--- src/rtl/adj_key_conditioner.sv ---
// Push-button conditioner: per key 2-flop sync, debounce filter and press/auto-repeat strobe.
// Optional `AUTO_REPEAT_EN adds hold-delay and repeat pulses; otherwise one pulse per press.

module adj_key_lane #(
  parameter int DEB_CYCLES  = 1_000_000,
  parameter int HOLD_CYCLES = 25_000_000,
  parameter int RPT_CYCLES  = 5_000_000
) (
  input  logic CP50,
  input  logic CR,
  input  logic key_n,
  output logic level,
  output logic pulse
);
  localparam int DW = $clog2(DEB_CYCLES);

  logic          s1, s2;
  logic          p;
  logic [DW-1:0] dcnt;
  logic          accept, press, rls;

  // Nothing to build here: the timing parameters must each be at least 2.
  if (DEB_CYCLES < 2 || HOLD_CYCLES < 2 || RPT_CYCLES < 2) begin : g_bad_params
  end

  assign p      = ~s2;
  assign accept = (p != level) && (dcnt == DW'(DEB_CYCLES - 1));
  assign press  = accept & p;
  assign rls    = accept & ~p;

  always_ff @(posedge CP50) begin
    if (CR) begin
      s1    <= 1'b1;
      s2    <= 1'b1;
      level <= 1'b0;
      dcnt  <= '0;
    end else begin
      s1 <= key_n;
      s2 <= s1;
      if (p == level) begin
        dcnt <= '0;
      end else if (accept) begin
        level <= p;
        dcnt  <= '0;
      end else begin
        dcnt <= dcnt + 1'b1;
      end
    end
  end

`ifdef AUTO_REPEAT_EN
  localparam int RMAX = (HOLD_CYCLES > RPT_CYCLES) ? HOLD_CYCLES : RPT_CYCLES;
  localparam int RW   = $clog2(RMAX);

  typedef enum logic [1:0] {IDLE, DELAY, REPEAT} st_t;
  st_t           st;
  logic [RW-1:0] rcnt;

  // Release beats a repeat strobe landing on the same edge.
  always_ff @(posedge CP50) begin
    if (CR) begin
      st    <= IDLE;
      rcnt  <= '0;
      pulse <= 1'b0;
    end else begin
      pulse <= 1'b0;
      if (rls) begin
        st   <= IDLE;
        rcnt <= '0;
      end else begin
        case (st)
          IDLE: if (press) begin
            pulse <= 1'b1;
            rcnt  <= '0;
            st    <= DELAY;
          end
          DELAY: if (rcnt == RW'(HOLD_CYCLES - 1)) begin
            pulse <= 1'b1;
            rcnt  <= '0;
            st    <= REPEAT;
          end else begin
            rcnt <= rcnt + 1'b1;
          end
          REPEAT: if (rcnt == RW'(RPT_CYCLES - 1)) begin
            pulse <= 1'b1;
            rcnt  <= '0;
          end else begin
            rcnt <= rcnt + 1'b1;
          end
          default: begin
            st   <= IDLE;
            rcnt <= '0;
          end
        endcase
      end
    end
  end
`else
  typedef enum logic {IDLE, HELD} st_t;
  st_t st;

  always_ff @(posedge CP50) begin
    if (CR) begin
      st    <= IDLE;
      pulse <= 1'b0;
    end else begin
      pulse <= 1'b0;
      if (rls) begin
        st <= IDLE;
      end else if (st == IDLE && press) begin
        pulse <= 1'b1;
        st    <= HELD;
      end
    end
  end
`endif

endmodule

module adj_key_conditioner #(
  parameter int N_KEYS      = 2,
  parameter int DEB_CYCLES  = 1_000_000,
  parameter int HOLD_CYCLES = 25_000_000,
  parameter int RPT_CYCLES  = 5_000_000
) (
  input  logic              CP50,
  input  logic              CR,
  input  logic [N_KEYS-1:0] KeyIn,
  output logic [N_KEYS-1:0] KeyLevel,
  output logic [N_KEYS-1:0] KeyPulse
);

  for (genvar i = 0; i < N_KEYS; i++) begin : g_key
    adj_key_lane #(
      .DEB_CYCLES (DEB_CYCLES),
      .HOLD_CYCLES(HOLD_CYCLES),
      .RPT_CYCLES (RPT_CYCLES)
    ) u_lane (
      .CP50 (CP50),
      .CR   (CR),
      .key_n(KeyIn[i]),
      .level(KeyLevel[i]),
      .pulse(KeyPulse[i])
    );
  end

endmodule

--- config.mk ---
export PLATFORM = sky130hd
export DESIGN_NAME = adj_key_conditioner
export DESIGN_NICKNAME = d
export VERILOG_FILES = /design/src/rtl/adj_key_conditioner.sv
export SDC_FILE = /design/constraint.sdc
export NUM_CORES = 1
export LEC_CHECK = 0
export CORE_MARGIN = 2
export CORE_UTILIZATION = 40
export CTS_CLUSTER_SIZE = 30
export DETAILED_ROUTE_END_ITERATION = 12
export PLACE_DENSITY = 0.56
export REMOVE_ABC_BUFFERS = 1
export SLEW_MARGIN = 10
export SYNTH_ARGS = -nofsm -noshare
export SYNTH_HDL_FRONTEND = slang
export SYNTH_HIERARCHICAL = 1
export SYNTH_SLANG_ARGS = --single-unit
--- constraint.sdc ---
create_clock -name CP50 -period 2.6 [get_ports CP50]
set_clock_uncertainty 0.2 [all_clocks]
set_input_delay 0.26 -clock CP50 [delete_from_list [all_inputs] [get_ports CP50]]
set_output_delay 0.26 -clock CP50 [all_outputs]
set_load 0.02 [all_outputs]
Word-level counts from Yosys, hierarchy flattened

Index checks and enable logic that the tools add are counted.

Register bits: 50
Output and inout bits: 4

Add/sub/neg operators: 2
Equality and inequality tests: 6
Multiplexer cells: 2
Bitwise gates (word level): 10
Reduce and logical (&&, ||, !) cells: 10

Operators with widths:

| operator                                                         | number |
|---|---|
| 20-bit by 1-bit adder with 20-bit output (second input constant) | 2 |
| 20-bit equality test (second input constant)                     | 2 |
| 1-bit inverter                                                   | 6 |
| 3-bit OR reduction                                               | 2 |
| 1-bit AND                                                        | 4 |
| 1-bit logical AND                                                | 4 |
| 2-bit AND reduction                                              | 2 |
| 2-bit OR reduction                                               | 2 |
| 1-bit equality test                                              | 2 |
| 1-bit 2-to-1 mux                                                 | 2 |
| 1-bit != test                                                    | 2 |

Longest topological paths before layout

Word-level depth: 6
Gate-level depth with buffers: 6
Depth with buffers taken out: 5

Hierarchy

Netlist, hierarchy kept.

Modules (own cells, without submodules):

| module       | instances | cells an instance | area an instance (sq um) | seq. area each (sq um) |
|---|---|---|---|---|
| adj_key_lane | 2         | 125               | 1,116.1                  | 500.5 |

Least setup slack after synthesis

No wires, ideal clock.

Kind: register to register
From: register g_key[0].u_lane.dcnt[0]
To: register g_key[0].u_lane.dcnt[18]
Library setup time: 120 ps
Data arrival time: 1,470 ps
Data required time: 2,280 ps
Setup slack: 810 ps
Cell stages (with the launch flop): 6
Buffers on the path: 0
Clock period less this slack: 1,790 ps
Cell sequence: dfxtp_1 > ha_1 > nand4_1 > nor4_1 > a31o_2 > a21oi_1

Longest elaborated chain between the ends: 3

RTL lines:

| what                                                                             | line | text |
|---|---|---|
| start, declared                                                                  | 19   | `logic [DW-1:0] dcnt;` |
| start signal, assigned                                                           | 46   | `dcnt <= dcnt + 1'b1;` |
| branches (longest 3 deep; another with 20-bit by 1-bit adder with 20-bit output) | --   |  |

Several ways; the timed one is not identified.
A chain may end at the register's enable or synchronous reset.

Final worst setup path

From: register g_key[1].u_lane.dcnt[0]
To: register g_key[1].u_lane.dcnt[18]

Longest elaborated chain between the ends: 3

RTL lines:

| what                                                                             | line |
|---|---|
| start, declared                                                                  | 19 |
| start signal, assigned                                                           | 46 |
| branches (longest 3 deep; another with 20-bit by 1-bit adder with 20-bit output) | -- |

Several ways; the timed one is not identified.

==> flow_metrics.py <==
metrics = {
    "floorplan": {
        "num_rows": 27,
        "design.core.area_sq_um": 5440,
        "fp.dieW_um": 78.7,
        "floorplan.io_pins": 8,
        "start_util": 0.410,
        "die_height_um": 78.7,
        "die_area_sq_um": 6190,
    },
    "yosys": {
        "ys_seq_elements": 50,
        "postSynthCellCount": 250,
        "postSynth.asyncResetShare": 0,
        "yosysWarningCount": 6,
        "yosys_most_used_dff": "sky130_fd_sc_hd__dfxtp_1",
        "synth_commonest_cells": "sky130_fd_sc_hd__dfxtp_1 (50), sky130_fd_sc_hd__nor2_1 (38), sky130_fd_sc_hd__xnor2_1 (24), sky130_fd_sc_hd__inv_1 (16)",
        "netlist-cell-type-count": 30,
        "synth-edff-count": 0,
        "syn_avg_cell_area_sq_um": 8.93,
        "synth_top_cell_area_share": 0.448,
        "synth_area_leader_cell": "sky130_fd_sc_hd__dfxtp_1",
        "netlist_top_cells_area": "sky130_fd_sc_hd__dfxtp_1 (45%), sky130_fd_sc_hd__xnor2_1 (9.4%), sky130_fd_sc_hd__nor2_1 (6.4%)",
        "syn-cell-area_sq_um": 2230,
        "synth.yosys.seq_area_share": 0.448,
        "yosys.cell_count.top_type": "sky130_fd_sc_hd__dfxtp_1",
    },
    "critical_path": {
        "r2r_end": "g_key[1].u_lane/dcnt[18]",
        "critPathLaunch": "g_key[1].u_lane/dcnt[0]",
        "cp_data_arrival_time_ps": 2070,
        "start_kind": "flip-flop",
        "critical_path_required_ps": 2590,
        "r2r.worst_path.cells": 5,
        "critPathKind": "reg2reg",
        "critical_path.reg2reg.startpoint": "g_key[1].u_lane/dcnt[0]",
        "endpoint_kind": "flip-flop",
        "worst-r2r-setup-slack_ps": 520,
        "crit_path_max_fanout": 5,
    },
    "hold_path": {
        "path_type_of_the_worst_min_delay_path": "reg2reg",
        "min_delay_path_depth": 1,
        "hold_end": "g_key[0].u_lane/s2",
        "timing.hold.worst.start": "g_key[0].u_lane/s1",
    },
    "clock_tree": {
        "clkLatencyLatePin_ps": 310,
        "clk_pin_slew_worst_paths_ps": 90,
        "total_number_of_clock_tree_sinks": 50,
        "cts-root-buf": "sky130_fd_sc_hd__clkbuf_8",
        "ctsResizeCount": 0,
        "cts.path.max_buffers": 2,
        "tritoncts": "yes",
        "cts-buffers-inserted": 5,
        "cts_hold_buffers": 0,
        "postCtsSetupBuffers": 0,
        "h-tree-depth": 2,
    },
    "drt": {
        "detail_route.vias_per_cell": 5.16,
        "final_antenna_net_count": 0,
        "postRouteWirelength_um": 4120,
        "drt-pass1-iter-count": 4,
        "drc_errors": 0,
        "drt-initial-drc-count": 75,
        "post_drt_wl_per_cell_um": 12.3,
        "dr_total_vias": 1730,
    },
    "grt": {
        "grt_pass1_vias": 1616,
        "antenna_violations_before_repair": 0,
        "gr-usage-all-layers": 0.150,
        "wire_length_of_the_first_global_routing_pass_um": 7420,
        "overflow": 0,
        "grt_start_max_net_pins": 21,
    },
    "timing": {
        "timing.final.crit_period_ps": 2080,
        "max_clock_freq_mhz": 481,
        "timing_hold_violations_final": 0,
        "tns_ps": 0,
        "rsz0062_at_grt": "no",
        "layout_worst_path_cycle_share": 0.799,
        "finalHoldWorstSlack_ps": 226,
        "number_of_pins_exceeding_their_max_slew_limit_in_the_final_report": 0,
        "worst_slew_pin_slew_ps": 569,
        "max-slew-margin-rel": 0.617,
        "finalSetupViolCount": 0,
    },
    "place": {
        "number_of_buffers_added_on_ports": 7,
        "finalWeightedCongestion": 0.745,
        "hpwl_after_detailed_placement_um": 2930,
    },
    "final_layout": {
        "area_growth_syn_to_layout_pct": 11.7,
        "diodes": 0,
        "nNetsFinal": 268,
        "final_core_utilization": 0.458,
        "fraction_of_layout_cells_with_a_size_suffix_above_1": 0.0989,
    },
    "power_and_ir_drop": {
        "leak_nw": 0.719,
        "vdd_ir_drop_max_mv": 0.306,
        "power_dens_cells_nw_per_um2": 542,
    },
    "flow_run": {
        "cap_violations": 0,
    },
    "run_status": {
        "status": "complete, no violations",
    },
}
==> worst max-delay path, cell delays in order (launching register included) <==
cell and delay, ps:
sky130_fd_sc_hd__dfxtp_1 410, sky130_fd_sc_hd__ha_1 240, sky130_fd_sc_hd__nand4_1 240, sky130_fd_sc_hd__nor4_1 600
sky130_fd_sc_hd__a31o_2 230, sky130_fd_sc_hd__a21oi_1 50
==> routing by layer <==
layer | up-vias | share of wire | global-route usage
met3 | 7 | 0.024 | 0.0352
met5 | - | 0 | 0
li1 | 910 | - | -
met2 | 15 | 0.43 | 0.226
met1 | 798 | 0.52 | 0.203
met4 | 0 | 0.019 | 0.0684
==> where the power goes <==
| group | leakage (nW) | switching, mW | internal, mW |
|---|---|---|---|
| sequential | 0.404 | 0.00480 | 0.772 |
| combinational | 0.256 | 0.0118 | 0.0112 |
| clock | 0.0585 | 0.263 | 0.289 |
==> logic make-up after synthesis <==
family | count (synthesis) | share of synthesized area
AOI/OAI and AO/OA | 24 | 0.0695
buffers and inverters | 22 | 0.0460
xor gates and xnor gates | 32 | 0.126
DFF | 50 | 0.448
adders and majority gates | 2 | 0.0112
and+or+nand+nor | 120 | 0.299
==> registers in the layout, indices dropped and copies added, names as in the netlist <==
register / cells
g_key.u_lane/s2: 2
g_key.u_lane/level: 2
g_key.u_lane/dcnt: 40
g_key.u_lane/pulse: 2
g_key.u_lane/st: 2
g_key.u_lane/s1: 2
==> per-stage QoR <==
step                      instance area (sq um)  setup slack [ps]  total power [mW]  instances
after floorplan                            2190               419             0.806        244
after global placement                     2380               529             0.818        327
after detailed placement                   2380               512             0.818        327
after CTS                                  2490               493              1.38        335
after global routing                       2490               253              1.42        335
final                                      2490               522              1.35        335
==> final cells by class <==
class	count	area, sq um
multi-input cells	178	1130
clock inverters	3	43.8
well taps	72	90.1
flip-flops and latches	50	1000
clock buffers	5	68.8
fillers	544	2950
inverters	16	60.1
repair buffers	11	100
==> cells in the final DEF, fill, tap and decap left out, drive strengths merged, types with 4 or more instances in the layout <==
| master | count |
|---|---|
| nor2 | 38 |
| clkbuf | 5 |
| nand4 | 14 |
| or4 | 8 |
| or2 | 6 |
| o31ai | 4 |
| nand2 | 10 |
| xnor2 | 24 |
| xor2 | 8 |
| a21oi | 6 |
| inv | 17 |
| buf | 4 |
| nor3 | 6 |
| o21ai | 6 |
| dfxtp | 50 |
| nor4 | 12 |
| nand3 | 14 |
| clkdlybuf4s50 | 7 |
==> worst max-delay path by stage <==
stage                               end  slack (ps)  cells after the start
2_1_floorplan  g_key[0].u_lane/dcnt[10]         420                      5
3_3_place_gp   g_key[1].u_lane/dcnt[18]         530                      5
3_5_place_dp   g_key[1].u_lane/dcnt[18]         510                      5
4_1_cts        g_key[1].u_lane/dcnt[18]         490                      5
5_1_grt        g_key[1].u_lane/dcnt[18]         250                      5
6_report       g_key[1].u_lane/dcnt[18]         520                      5
(Power assumes the default switching activity.)
==> edit 1: new RTL, config.mk and constraints unchanged <==
The option `AUTO_REPEAT_EN` is turned on by a define.
--- a/src/rtl/adj_key_conditioner.sv
+++ b/src/rtl/adj_key_conditioner.sv
@@ -1,5 +1,7 @@
 // Push-button conditioner: per key 2-flop sync, debounce filter and press/auto-repeat strobe.
 // Optional `AUTO_REPEAT_EN adds hold-delay and repeat pulses; otherwise one pulse per press.
+
+`define AUTO_REPEAT_EN
 
 module adj_key_lane #(
   parameter int DEB_CYCLES  = 1_000_000,
Function: no difference found for any inputs over 10 cycles, from zero or initial values; that may be too few to reach the edited logic, so the function may still have changed.
==> edit 1 against the unedited design <==
- sequential cell count is 52 higher
- total power is 140% higher
- count of clock-buffer cells in the layout is 4 higher
- final area grew to 2.5 times the old value
- area after synthesis is 140% higher
- first-iteration DRC count grew to 3.8 times the old value
- worst setup slack worse by 0.42 ns
- wire length grew to 2.9 times the old value
- critical endpoint is now g_key[1].u_lane/rcnt[16]
==> edit 1: results (changes against the unedited design) <==
* Largest net degree at the start of global routing at 21 (unchanged)
* Synth Warn # at 6 (unchanged)
* Vias per cell at 5.52 (+6.8%)
* Proportion of layout cells with a drive suffix above 1 at 16.8% (+6.9 points)
* Final Routed Wirelength at 11.8 mm (+190%)
* PortBufs at 7 (unchanged)
* Status: completed
* Seq/Total Area, Yosys at 37.5% (-7.3 points)
* Slowest-stage cell, CP: dfxtp_1
* DRT Pass-1 Iters at 4 (unchanged)
* Reg area at 2040 sq um (+100%)
* Placed cell areas at 5880 sq um (+150%)
* Static Leak at 2.03 nW (+180%)
* Critical path's top delay family: compound AO/OA/AOI/OAI gates
* Largest cells by area after synthesis: dfxtp_1 (38%), nor2_1 (5.0%), xnor2_1 (4.2%)
* Placed cells at 816 (+150%)
* Tot GR Track Use at 16.8% (+1.8 points)
* # diodes at 0 (unchanged)
* Slew of the pin with the lowest slew margin at 0.567 ns (-0.00191 ns)
* WL per Instance at 14.1 um (+15%)
* CP Max Fanout at 5 (unchanged)
* CTS tree: built
* Peak VDD IR at 0.000323 V (+5.5%)
* # fillers at 1336 (+150%)
* First-pass GRT wire length at 20.0 mm (+170%)
* Critical Path AT at 2.53 ns (+0.46 ns)
* Count of cell types in the netlist at 74 (+150%)
* Slowest stage delay, CP at 0.38 ns (-0.22 ns)
* Clk slew on worst S/H paths at 0.07 ns (-0.02 ns)
* Root buffer cell: clkbuf_16
* H-tree lvl count at 3 (+1)
* Largest registers: g_key.u_lane/rcnt: 50 flops, g_key.u_lane/dcnt: 40 flops, g_key.u_lane/st: 4 flops
* Worst-case clock buffer depth at 2 (unchanged)
* Worst-skew pair later-pin latency at 0.35 ns (+0.04 ns)
* Post-synth top flop: dfxtp_1
* Initial DRC count at 285 (+280%)
* Type of the worst min-delay path: reg -> reg
* Gpl congestion at 0.853 (+14%)
* Post-Syn Area per Cell at 8.79 sq um (-1.5%)
* Switching Fraction at 22.7% (+2.0 points)
* HPWL after detailed placement at 8.35 mm (+180%)
* Top cells by count, synth: dfxtp_1 (102), nor2_1 (73), nand2_1 (56), nand3_1 (40), xnor2_1 (26)
* # nets final at 675 (+150%)
* CTS buffer count at 9 (+4)
* Vias in the first global route at 4271 (+160%)
* Fraction of registers with async set/reset at 0% (unchanged)
* Initial antenna violation count at 0 (unchanged)
## edit 1: changes by cell type in the layout (fill, tap and decap cells not counted), moves of 10 or more
| cell | before | now |
|---|---|---|
| ha_1 | 2 | 13 |
| buf_4 | 4 | 42 |
| nand4_1 | 12 | 22 |
| xor2_1 | 8 | 24 |
| nand2_1 | 10 | 56 |
| a21oi_1 | 6 | 16 |
| nand3_1 | 12 | 40 |
| dfxtp_1 | 50 | 102 |
| nor2_1 | 38 | 73 |
| and3_1 | 0 | 20 |
## edit 1: worst register-to-register path, cell delays in order (launching register included)
cell and delay (ns):
dfxtp_1 0.38, ha_1 0.23, nand4_1 0.19, nor4_4 0.37, buf_4 0.19, a41o_2 0.27
a211oi_4 0.09, buf_4 0.18, a22oi_1 0.18, o41ai_2 0.10
## edit 1: worst paths after layout
kind                                              start                       end  slack, ns  cells past startpoint
worst min-delay path                 g_key[0].u_lane/s1        g_key[0].u_lane/s2       0.21                      1
worst max register to register  g_key[1].u_lane/dcnt[0]  g_key[1].u_lane/rcnt[16]       0.10                      9
worst max-delay path            g_key[1].u_lane/dcnt[0]  g_key[1].u_lane/rcnt[16]       0.10                      9
worst min register to register       g_key[0].u_lane/s1        g_key[0].u_lane/s2       0.21                      1
## edit 1: power by group through the flow
stage	Combinational [mW]	Sequential, mW	Clock [mW]
floorplan	0.116	1.61	0
global placement	0.187	1.61	0
detailed placement	0.189	1.61	0
CTS	0.190	1.58	1.48
global route	0.218	1.58	1.53
finish	0.200	1.58	1.43
## edit 1: kinds of logic after synthesis
family          after synthesis  share of synthesized area [%]
buf+inv                      42                           4.11
fa+ha+maj                    13                           2.99
flops                       102                           37.5
xor+xnor                     50                           8.04
simple gates                316                           32.6
compound gates               96                           14.7
## edit 1: layout make-up
cell class,count,share of cell area (%)
clock buffers,9,3.59
multi-input cells,475,51.3
well taps,176,3.51
flip-flops and latches,102,32.5
inverters,20,1.20
clock inverters,6,1.40
repair buffers,50,6.46
## edit 1: per-stage QoR
| step | setup WS (ns) | power (mW) |
|---|---|---|
| after global routing | -0.0607 | 3.33 |
| final | 0.101 | 3.21 |
| after floorplan | -0.353 | 1.73 |
| after detailed placement | 0.0324 | 1.80 |
| after CTS | 0.00714 | 3.24 |
| after global placement | 0.0891 | 1.80 |
## edit 1: metal layers
metal  part of all wire, %  track usage (%)  wire [um]
met4                   1.2             6.69        144
met1                    46             20.6       5450
met3                   3.3             3.82        392
met2                    49             28.5       5830
met5                     0                0          0
## edit 1: what timing repair did
item,CTS,global route
buffers inserted,0,7
setup endpoints to repair,0,44
hold endpoints to repair,0,0
gates resized for setup,0,5
==> edit 2: new RTL, same flow settings <==
Made on the original files. Register the input `KeyIn` before use. The logic sees it one clock later. The other inputs are not delayed to match.
--- a/src/rtl/adj_key_conditioner.sv
+++ b/src/rtl/adj_key_conditioner.sv
@@ -130,6 +130,12 @@
   output logic [N_KEYS-1:0] KeyPulse
 );
 
+  logic [N_KEYS-1:0] KeyIn_q;
+
+  always_ff @(posedge CP50) begin
+      KeyIn_q <= KeyIn;
+  end
+
   for (genvar i = 0; i < N_KEYS; i++) begin : g_key
     adj_key_lane #(
       .DEB_CYCLES (DEB_CYCLES),
@@ -138,7 +144,7 @@
     ) u_lane (
       .CP50 (CP50),
       .CR   (CR),
-      .key_n(KeyIn[i]),
+      .key_n(KeyIn_q[i]),
       .level(KeyLevel[i]),
       .pulse(KeyPulse[i])
     );
Function: same outputs for any inputs over 10 cycles, from zero or initial values; that may be too few to reach the edited logic, so the function may still have changed.
==> edit 2 against the unedited design <==
- sequential cell count increased by 2
- clock power decreased by 13%
- final area increased by 0.95%
- via count unchanged
- utilization decreased by 0.13 points
- area after synthesis increased by 1.8%
- count of clock-buffer cells in the layout increased by 1
- final cell count increased by 0.60%
- total power decreased by 2.9%
- wire length decreased by 1.2%
- worst setup slack improved by 0.027 ns
- critical endpoint unchanged
- largest cell class unchanged
==> edit 2: results (changes against the unedited design) <==
* Mapped Cells at 252 (+0.80%)
* Worst reg2reg path depth at 5 (unchanged)
* HPWL after detailed placement at 2.92 mm (-0.44%)
* Seq/Total Area, Yosys at 45.8% (+0.97 points)
* Post-CTS Resized at 0 (unchanged)
* Placed cell areas at 2420 sq um (+1.7%)
* Worst-skew pair later-pin latency at 0.30 ns
* Largest net degree at the start of global routing at 21 (unchanged)
* Count of cell types in the netlist at 30 (unchanged)
* Type of the worst min-delay path: in -> reg
* Initial DRC count at 37 (-51%)
* Status: completed
* # nets final at 270 (+0.75%)
* Hold Path Depth at 1 (unchanged)
* First-pass GRT wire length at 7.36 mm (-0.93%)
* Hold Crit Start: KeyIn[0]
* Hold worst-path end: KeyIn_q[0]
* Final Routed Wirelength at 4.07 mm (-1.2%)
* Relative slew slack at 62.1% (+0.39 points)
* Met3 Use GR at 3.17% (-0.36 points)
* Final Hold Slack at 0.189 ns (-0.0369 ns)
* Max reg flops at 40 (unchanged)
* Tot GR Track Use at 14.7% (-0.27 points)
* Gpl congestion at 0.753 (+1.0%)
* Placed cells at 329 (+0.61%)
* Setup repair bufs after CTS at 0 (unchanged)
* Met2 usage at 25.4% (+2.8 points)
* Met1 WL at 1.93 mm (-11%)
* Post-layout min period at 2.05 ns (-0.0274 ns)
* DRT Pass-1 Iters at 4 (unchanged)
* DP Worst Slack at 0.549 ns (+0.0370 ns)
* Slowest stage delay, CP at 0.58 ns (-0.02 ns)
* Critical Path Start: g_key[1].u_lane/dcnt[0]
* Top cells by count, synth: dfxtp_1 (52), nor2_1 (38), xnor2_1 (24), inv_1 (16)
* Largest cells by area after synthesis: dfxtp_1 (46%), xnor2_1 (9.3%), nor2_1 (6.3%)
* Vias in the first global route at 1706 (+5.6%)
* Static Leak at 0.727 nW (+1.2%)
* Reg with most FFs: g_key.u_lane/dcnt
* Proportion of layout cells with a drive suffix above 1 at 9.81% (-0.075 points)
* Met3 wire len at 87 um (-13%)
* Vias per cell at 5.13 (-0.59%)
* # fillers at 534 (-1.8%)
* Met2 Routed Length at 1.97 mm (+11%)
* Post-route insts no fill at 337 (+0.60%)
* Post-synth top flop: dfxtp_1
* Met1 Use GR at 17.0% (-3.3 points)
* Peak VDD IR at 0.000279 V (-8.8%)
* Congestion Overflow GR at 0 (unchanged)
* Synth Warn # at 6 (unchanged)
* Critical Path AT at 2.05 ns (-0.02 ns)
edit 2: changes by cell type after synthesis:
cell	delta
dfxtp_1	+2
edit 2: final cells by class:
type,instances,area [sq um],share of cell area [%]
Clock buffer,6,82.6,3.28
Clock inverter,2,13.8,0.547
Inverter,16,60.1,2.39
Multi-Input combinational cell,178,1130,44.9
Sequential cell,52,1040,41.4
Tap cell,72,90.1,3.58
Timing Repair Buffer,11,100,3.98
edit 2: power breakdown:
group	internal, mW	total (mW)	switching, mW
Sequential	0.804	0.809	0.00472
Combinational	0.0117	0.0238	0.0121
Clock	0.218	0.480	0.262
Total	1.03	1.31	0.279
edit 2: cells by family after synthesis:
family                     count (synthesis)  synth area share [%]
DFF                                       52                  45.8
and+or+nand+nor                          120                  29.4
adders and majority gates                  2                  1.10
AOI/OAI and AO/OA                         24                  6.83
buffers and inverters                     22                  4.52
xor gates and xnor gates                  32                  12.3
